## src/rtl/fetch_npc_gen_pkg.sv

```systemverilog
// fetch_npc_gen_pkg: branch/RAS encodings and bundle geometry shared by the fetch next-PC logic
package fetch_npc_gen_pkg;
    localparam logic [1:0] BRTYP_COND     = 2'b00;
    localparam logic [1:0] RASCTL_NONE    = 2'b00;
    localparam logic [1:0] RASCTL_PUSH    = 2'b01;
    localparam logic [1:0] RASCTL_POP     = 2'b10;
    localparam logic [1:0] RASCTL_POPPUSH = 2'b11;
    localparam int         BUNDLE_BYTES   = 32;
    localparam int         INSN_BYTES     = 4;

    // fall-through address just past slot pos of the bundle holding pc
    function automatic logic [63:0] slot_fall(input logic [63:0] pc, input logic [2:0] pos);
        return (pc & ~64'(BUNDLE_BYTES - 1)) + 64'(({1'b0, pos} + 4'd1) * INSN_BYTES);
    endfunction
endpackage

```

## src/rtl/fetch_ras.sv

```systemverilog
// fetch_ras: circular speculative return address stack with checkpoint restore
module fetch_ras
    import fetch_npc_gen_pkg::*;
#(
    parameter int DEPTH = 16,
    parameter int PTR_W = 4
) (
    input  logic             clock,
    input  logic             reset_n,
    input  logic             clear,
    input  logic             restore,
    input  logic [PTR_W-1:0] ck_tos,
    input  logic [PTR_W:0]   ck_cnt,
    input  logic [1:0]       op,
    input  logic [63:0]      push_val,
    output logic [63:0]      top_o,
    output logic [PTR_W-1:0] tos_o,
    output logic [PTR_W:0]   cnt_o
);
    logic [63:0]      mem [DEPTH];
    logic [PTR_W-1:0] tos, b_tos, n_tos, w_idx;
    logic [PTR_W:0]   cnt, b_cnt, n_cnt;
    logic             wr;

    assign top_o = mem[tos];
    assign tos_o = tos;
    assign cnt_o = cnt;

    // apply this cycle's op on top of either the live or the restored pointer
    always_comb begin
        b_tos = restore ? ck_tos : tos;
        b_cnt = restore ? ck_cnt : cnt;
        n_tos = op == RASCTL_PUSH ? b_tos + PTR_W'(1) :
                (op == RASCTL_POP && b_cnt != '0) ? b_tos - PTR_W'(1) : b_tos;
        n_cnt = clear ? '0 :
                op == RASCTL_PUSH ? (b_cnt == (PTR_W+1)'(DEPTH) ? b_cnt : b_cnt + (PTR_W+1)'(1)) :
                op == RASCTL_POP ? (b_cnt == '0 ? b_cnt : b_cnt - (PTR_W+1)'(1)) :
                op == RASCTL_POPPUSH ? (b_cnt == '0 ? (PTR_W+1)'(1) : b_cnt) : b_cnt;
        wr    = op == RASCTL_PUSH || op == RASCTL_POPPUSH;
        w_idx = op == RASCTL_PUSH ? b_tos + PTR_W'(1) : b_tos;
    end

    // stack storage and pointers; a full push silently overwrites the oldest entry
    always_ff @(posedge clock or negedge reset_n) begin
        if (!reset_n) begin
            tos <= '0;
            cnt <= '0;
            for (int i = 0; i < DEPTH; i++) mem[i] <= '0;
        end else begin
            tos <= n_tos;
            cnt <= n_cnt;
            if (wr) mem[w_idx] <= push_val;
        end
    end
endmodule

```

## src/rtl/fetch_npc_gen.sv

```systemverilog
// fetch_npc_gen: next fetch PC selection, f0->f1 pipe register and speculative RAS
module fetch_npc_gen
    import fetch_npc_gen_pkg::*;
#(
    parameter logic [63:0] RESET_PC  = 64'h0,
    parameter int          RAS_DEPTH = 16,
    parameter int          RAS_PTR_W = 4
) (
    input  logic        clock,
    input  logic        reset_n,
    input  logic        fetch_stall_i,
    input  logic        btb_hit_f0_i,
    input  logic [2:0]  btb_brpos_f0_i,
    input  logic [1:0]  btb_brtyp_f0_i,
    input  logic [63:0] btb_brtar_f0_i,
    input  logic [1:0]  btb_rasctl_f0_i,
    input  logic        btb_brdir_f0_i,
    input  logic        brdec_redirect_f1_i,
    input  logic [63:0] brdec_brtar_f1_i,
    input  logic [2:0]  brdec_brpos_f1_i,
    input  logic [1:0]  brdec_rasctl_f1_i,
    input  logic        redirect_rt_i,
    input  logic [63:0] redirect_pc_rt_i,
    output logic [63:0] pc_f0_o,
    output logic [63:0] pc_f1_o,
    output logic        vld_f1_o,
    output logic        pred_taken_f1_o,
    output logic [63:0] pred_tar_f1_o
);
    logic [63:0]          seq, fall, target, npc, ras_top, push_val;
    logic                 taken;
    logic [1:0]           ras_op;
    logic [RAS_PTR_W-1:0] ras_tos, ck_tos;
    logic [RAS_PTR_W:0]   ras_cnt, ck_cnt;

    // f0 prediction and the RAS action that goes with the winning redirect source
    always_comb begin
        seq      = (pc_f0_o & ~64'(BUNDLE_BYTES - 1)) + 64'(BUNDLE_BYTES);
        fall     = slot_fall(pc_f0_o, btb_brpos_f0_i);
        taken    = btb_hit_f0_i && (btb_brtyp_f0_i != BRTYP_COND || btb_brdir_f0_i);
        target   = (btb_rasctl_f0_i[1] && ras_cnt != '0) ? ras_top : btb_brtar_f0_i;
        npc      = taken ? target : seq;
        ras_op   = redirect_rt_i ? RASCTL_NONE :
                   brdec_redirect_f1_i ? brdec_rasctl_f1_i :
                   (!fetch_stall_i && btb_hit_f0_i) ? btb_rasctl_f0_i : RASCTL_NONE;
        push_val = brdec_redirect_f1_i ? slot_fall(pc_f1_o, brdec_brpos_f1_i) : fall;
    end

    fetch_ras #(
        .DEPTH(RAS_DEPTH),
        .PTR_W(RAS_PTR_W)
    ) u_ras (
        .clock   (clock),
        .reset_n (reset_n),
        .clear   (redirect_rt_i),
        .restore (!redirect_rt_i && brdec_redirect_f1_i),
        .ck_tos  (ck_tos),
        .ck_cnt  (ck_cnt),
        .op      (ras_op),
        .push_val(push_val),
        .top_o   (ras_top),
        .tos_o   (ras_tos),
        .cnt_o   (ras_cnt)
    );

    // redirects beat stall; otherwise advance f0 into f1 with its RAS checkpoint
    always_ff @(posedge clock or negedge reset_n) begin
        if (!reset_n) begin
            pc_f0_o         <= RESET_PC;
            pc_f1_o         <= '0;
            vld_f1_o        <= 1'b0;
            pred_taken_f1_o <= 1'b0;
            pred_tar_f1_o   <= '0;
            ck_tos          <= '0;
            ck_cnt          <= '0;
        end else if (redirect_rt_i) begin
            pc_f0_o  <= redirect_pc_rt_i;
            vld_f1_o <= 1'b0;
        end else if (brdec_redirect_f1_i) begin
            pc_f0_o  <= brdec_brtar_f1_i;
            vld_f1_o <= 1'b0;
        end else if (!fetch_stall_i) begin
            pc_f0_o         <= npc;
            pc_f1_o         <= pc_f0_o;
            vld_f1_o        <= 1'b1;
            pred_taken_f1_o <= taken;
            pred_tar_f1_o   <= target;
            ck_tos          <= ras_tos;
            ck_cnt          <= ras_cnt;
        end
    end
endmodule
```

## config.mk

```make
export PLATFORM = sky130hd
export DESIGN_NAME = fetch_npc_gen
export DESIGN_NICKNAME = d
export VERILOG_FILES = /design/src/rtl/fetch_npc_gen_pkg.sv /design/src/rtl/fetch_ras.sv /design/src/rtl/fetch_npc_gen.sv
export SDC_FILE = /design/constraint.sdc
export NUM_CORES = 2
export LEC_CHECK = 0
export CAP_MARGIN = 10
export CORE_ASPECT_RATIO = 2
export CORE_MARGIN = 2
export CORE_UTILIZATION = 25
export CTS_CLUSTER_DIAMETER = 60
export CTS_CLUSTER_SIZE = 40
export DETAILED_ROUTE_END_ITERATION = 6
export HOLD_SLACK_MARGIN = 0.08
export PLACE_DENSITY = 0.38
export SKIP_LAST_GASP = 1
export SLEW_MARGIN = 20
export SYNTH_ARGS = -nofsm -noshare
export SYNTH_HDL_FRONTEND = slang
export SYNTH_SLANG_ARGS = --single-unit
```

## constraint.sdc

```tcl
create_clock -name clock -period 3.4 [get_ports clock]
set_input_delay 0.68 -clock clock [delete_from_list [all_inputs] [get_ports clock]]
set_output_delay 0.68 -clock clock [all_outputs]
set_load 0.01 [all_outputs]
```

# Word-level counts from Yosys, hierarchy flattened
# Cells that the tools add are included.
# classes
addsub	9
magnitude_cmp	3
n_eq_ne	5
muxes	30
bitwise	5
n_reduce_logical	15
# ops
cell	count
$bwmux 1024	1
$mux 64	9
$bmux 64 s4	1
$demux 64 s4	1
$add 64x6->64	2
$add 64x6->64 const B	1
$mux 5	8
$mux 4	4
$ge 5x5->1 const B	2
$not 4->5	2
$reduce_bool 5->1	2
$add 3x1->4 const B	2
$logic_and 1x1->1	6
$mux 2	3
$add 5x1->5 const B	1
$eq 5x5->1 const B	1
$logic_not 5->1	1
$lt 5x1->1 const B	1
$sub 5x1->5 const B	1
$add 4x1->4 const B	1
$eq 2x2->1 const B	2
$sub 4x1->4 const B	1
$mux 1	3
$ne 3x1->1 const B	1
6 further kinds	10
# totals
ff_bits	1236
output_inout_bits	194
wordCells	92

# Depth between registers and ports, before layout
# logic_depth
word_depth	13
mapped_depth	12

# Hierarchy
# Synthesis repeated with hierarchy kept, for this count alone.
# unflattened
cells_unflattened	4507
area_unflattened_um2	61997.0
# modules_own_cells
mod	instances	cells_each	area_per_inst_um2
fetch_ras	1	2730	47898.4
fetch_npc_gen	1	1777	14098.5

# Worst setup path after synthesis
# No wires, ideal clock.
# synth_timing
path_type	input to register
startpoint	in btb_brpos_f0_i[2]
endpoint	reg u_ras.mem[121] (netlist bit)
setup_ns	0.133
t_arrival_ns	2.947
required_time_ns	3.267
setup_slack_ns	0.320
path_stages	11
n_path_buf	1
cell_sequence	and3_1 -> ha_1 -> ha_1 -> nand3_1 -> nor4_4 -> nand2_1 -> nor4_1 -> xor2_1 -> mux2i_1 -> clkbuf_1 -> o21ai_0
# synth_between
elab_chain_len	4
# synth_lines
element	line	rtl
start, declared	fetch_npc_gen.sv:13	input logic [2:0] btb_brpos_f0_i,
$add 3x1->4	fetch_npc_gen_pkg.sv:13	return (pc & ~64'(BUNDLE_BYTES - 1)) + 64'(({1'b0, pos} + 4'd1) * INSN_BYTES);
$add 64x6->64	fetch_npc_gen_pkg.sv:13	
$mux 64	fetch_npc_gen.sv:46	push_val = brdec_redirect_f1_i ? slot_fall(pc_f1_o, brdec_brpos_f1_i) : fall;
$bwmux 1024	fetch_ras.sv:52	if (wr) mem[w_idx] <= push_val;
end signal, assigned by index	fetch_ras.sv:52	
end, declared	fetch_ras.sv:20	logic [63:0] mem [DEPTH];
# No other way between the ends.
# A chain may end at the register's enable or synchronous reset.

# Worst setup path after layout
# layout_timing
startpoint	in brdec_brpos_f1_i[2]
endpoint	reg u_ras.mem[505] (netlist bit)
# layout_between
elab_chain_len	4
# layout_lines
element	line	rtl
start, declared	fetch_npc_gen.sv:20	input logic [2:0] brdec_brpos_f1_i,
$add 3x1->4	fetch_npc_gen_pkg.sv:13	
$add 64x6->64	fetch_npc_gen_pkg.sv:13	
$mux 64	fetch_npc_gen.sv:46	
$bwmux 1024	fetch_ras.sv:52	
# No other way between the ends.

==> summary by stage <==
Run status
The flow ran to the end, and the final reports show no timing, DRC or antenna violations.

Floorplanning
The overall die height is 682 um. The floorplan has 248 rows. Once the floorplan was initialized, standard cells occupied 25.2% of the core. Pin placement for this block handled 405 I/O pins. The core outline area is 228000 um2. The die covers 234000 um2. The width of the die is 343 um.

Min path
The path class of the tightest hold or removal check is input pin to register. The worst hold path was traced through 3 stages.

Synth
In the synthesized netlist, the number of instances is 5749. The total standard cell area after synthesis is 57400 um2. By area, the combinational part of the netlist is dominated by compound AO/OA/AOI/OAI gates. The multiplexer share of the synthesized area is 12.3%. In this run, distinct cell masters in the synthesized netlist total 81. Synthesis produced a netlist with a net count of 5971. The sequential fraction of the synthesis area is 52.5%.

The flop and latch count out of synthesis is 1204. Summing the areas of all xor and xnor instances in the mapped netlist gives 1.91% of the synthesized area. The count of flip-flops with a built-in enable after synthesis is 0. Among all flip-flop cells after synthesis, the most frequent one is dfrtp_1. The synthesized netlist devotes 0.240% of its cell area to adder and majority cells. The area fraction in compound gates after synthesis is 15.0%.

The mean instance size in the synthesized netlist is 9.99 um2. After Yosys synthesis, and, or, nand and nor cells account for 14.0% of the synthesized area. The yosys synthesis warning count is 0. The proportion of synthesized flip-flops having asynchronous set or reset is 100%.

Timing
Setup repair after global routing left no endpoint under its margin. The setup violation total in the final timing report is 0. The setup slack of the critical path after layout is 65.1 ps. The count of endpoints failing hold in the final timing report is 0. The post-layout minimum cycle time is 3330 ps. The final clock skew is 60.3 ps. The slew at the pin with the worst max-slew slack is 1110 ps. The headroom to the max-slew limit is 25.1%. The maximum clock rate is 0.300 GHz. The number of pins exceeding their max-slew limit in the final report is 0. Dividing the final minimum period by the clock period gives 98.1%.

Final hold analysis gives a worst-case slack of 325 ps.

Setup path
The worst setup path is captured at a register. The setup path with the least slack is of type input pin to register. The worst register-to-register path has a depth of 8. In this design, the critical path's most frequently occurring cell is buf_4. In this design, the stage delay of the slowest critical-path cell is 610 ps.

The worst setup path is launched from an input pin. Walking the worst path, the cells encountered are clkdlybuf4s50_1 > and3_1 > ha_1 > buf_12 > buf_4 > ha_1 > nand4_1 > buf_4 > nor3_2 > xor2_1 > mux2i_2 > buf_4 > o21ai_0. The critical path's slowest cell is clkdlybuf4s50_1. At the worst endpoint, the arrival time is 3990 ps. At the worst endpoint, the required time is 4050 ps. Along the worst path, the maximum fanout reaches 16.

Final layout
After routing the design area is 71300 um2. Once layout is complete, the cells apart from fillers number 9315. From synthesis to final layout, the design area changed by 24.1%. The final layout net count is 6472. The share of layout cells above drive strength 1 is 16.2%. The count of filler cells inserted in the layout is 23900.

Placement
Once placement completed, the tool counted placed cells totaling 9187. The sum of net half-perimeters after detailed placement is 185000 um. Prior to clock tree synthesis, the placed netlist has a worst setup slack of -1030 ps. Port buffering added 404 buffers. In this run the cell area measured after placement is 68700 um2. The congestion estimate from routability-driven global placement came to 0.964.

Global routing
The overall fraction of global-route tracks in use is 21.3%. The total global routing overflow is 0. The initial antenna violation count is 21. Entering global routing, the biggest net connects 149 pins.

The number of global-route vias before repair came to 47400. The wire length of the first global-routing pass is 360000 um.

Routing
The routed length per placed instance is 26.9 um. The number of routed nets with antenna violations is 0. The total via count after detailed routing is 45600. The total iterations of the first detailed-routing run is 5.

Using the TritonRoute via totals, the vias-per-cell ratio works out to 4.89. In the routed design, unresolved DRC markers number 0. The final routed wirelength across all metal layers is 251000 um. In this run, the number of DRC markers left after iteration 0 of detailed routing was 2748.

Pwr
The completed layout was analyzed and its total power is 0.0491 W. The maximum resistive drop on vdd is 0.529 mV. The cell-internal power is 0.0305 W.

Per report_power, the combinational group accounts for 35.7% of the total. The leakage power figure is 30.2 nW. Net switching is 37.9% of the power. The clock network accounts for 20.8% of the total power. The power per cell area is 689 nW/um2.

In this run, flip-flops and latches consume 43.5% of the power. The net switching power is 0.0186 W.

Clock network
The number of buffers inserted during clock tree synthesis is 58. The sink count of the clock tree is 1204. The H-tree level count is 2. The clock transition at the registers of the reported paths is 130 ps. The CTS tree is done. In this run the deepest clock path goes through 3 buffers. The clock latency of the later-clocked register in the worst-skew pair is 800 ps.

The root buffer selected by CTS is clkbuf_16.

Run
The count of maximum capacitance violations is 0.
-- per-layer routing --
| layer | wire (um) | up-vias | global-route usage, % |
|---|---|---|---|
| met1 | 97500 | 23000 | 24.7 |
| met4 | 15200 | 6 | 11.8 |
| li1 | - | 21100 | - |
| met2 | 130000 | 1079 | 38.2 |
| met5 | 37 | - | 0 |
| met3 | 8390 | 377 | 2.24 |
-- cell type report --
class,count,area (um2),area share [%]
Antenna cell,15,37.5,0.0527
Clock buffer,59,1480,2.07
Clock inverter,51,978,1.37
Inverter,23,86.3,0.121
Multi-Input combinational cell,4024,25300,35.5
Sequential cell,1204,30100,42.3
Tap cell,3000,3750,5.27
Timing Repair Buffer,939,9500,13.3
-- registers in the layout, summed over array words and instances, names as in the netlist --
signal and cells:
ck_cnt 5, vld_f1_o 1, u_ras.mem 992, pc_f1_o 64, u_ras.cnt_o 5, u_ras.tos_o 4, pred_taken_f1_o 1, pred_tar_f1_o 64
pc_f0_o 64, ck_tos 4
-- through the flow --
stage	util (%)	TNS, ps
after floorplan	-	0
after global placement	30.1	-352240
after detailed placement	30.1	-322590
after CTS	31.2	0
after global routing	31.2	0
final	31.2	0
-- what timing repair did --
item | in CTS | in global routing
buffers inserted | 2 | 0
setup endpoints to repair | 31 | 60
hold endpoints to repair | 168 | 0
gates resized for setup | 1 | 7
pin swaps | 1 | 0
hold buffers | 1 | 0
-- path summary, 6_finish.rpt --
path	from	end	slack, ps
min in group asynchronous	reset_n	u_ras.mem[531]	340
max	brdec_brpos_f1_i[2]	u_ras.mem[505]	70
max reg2reg	pc_f0_o[29]	u_ras.mem[957]	120
min	redirect_rt_i	u_ras.cnt_o[0]	320
max in group asynchronous	reset_n	pred_taken_f1_o	1740
min reg2reg	u_ras.mem[871]	u_ras.mem[871]	490
-- cell usage in the layout (no fill, tap or decap), types with 18 or more instances in the layout --
master              n
o21ai_0          1131
buf_4             421
o221ai_1           21
a211oi_1           18
clkbuf_16          59
nand4_1            45
clkdlybuf4s50_1   401
a31oi_1            22
a22oi_1            44
inv_1              22
nand2_1          1444
nor2_1            163
xnor2_1            62
nor3_1             75
a21oi_1           210
mux2i_1            62
dfrtp_1          1199
buf_12            115
nand3_1            77
mux4_2            278
xor2_1             63
o21a_1             24
-- logic make-up after synthesis --
| logic type | after synthesis |
|---|---|
| buffers and inverters | 521 |
| flip-flops | 1204 |
| XOR/XNOR | 125 |
| AND/OR/NAND/NOR | 1939 |
| AO/OA/AOI/OAI | 1591 |
| adder cells (fa/ha/maj) | 11 |
| multiplexers | 358 |
-- cell usage after synthesis, drive strengths merged, types with 6 or more instances --
cell type	count	area (um2)
nand2	1454	5460
dfrtp	1204	30100
o21ai	1166	5880
clkbuf	310	1260
mux4	278	6260
a21oi	210	1050
buf	188	957
nor2	167	627
nor3	78	395
nand3	77	385
mux2i	66	664
xor2	63	552
xnor2	62	543
nand4	48	328
a22oi	44	330
o21a	25	188
a31oi	22	138
inv	22	82.6
nor4	22	195
o221ai	21	184
or3	20	131
a211oi	18	135
and3	17	108
mux2	14	161
ha	11	138
o31ai	11	92.6
and4	10	87.6
o22ai	10	62.6
a221oi	9	78.8
and2	9	56.3
nand2b	9	56.3
o22a	9	78.8
a21o	7	52.6
or2	7	43.8
o211ai	6	45.0
-- power groups by stage --
stage               logic [W]  registers [W]  clock network, W
floorplan              0.0102         0.0209                 0
global placement       0.0176         0.0215                 0
detailed placement     0.0178         0.0217                 0
CTS                    0.0179         0.0214            0.0106
global route           0.0193         0.0219            0.0110
finish                 0.0175         0.0214            0.0102
-- critical path, delay by kind of cell --
kind	cells	cell delay, ps
mux	1	300
buf+inv	5	1420
compound gates	1	120
xor+xnor	1	140
simple gates	3	940
fa+ha+maj	2	370
Note: power is estimated with default switching activity, not from simulation.
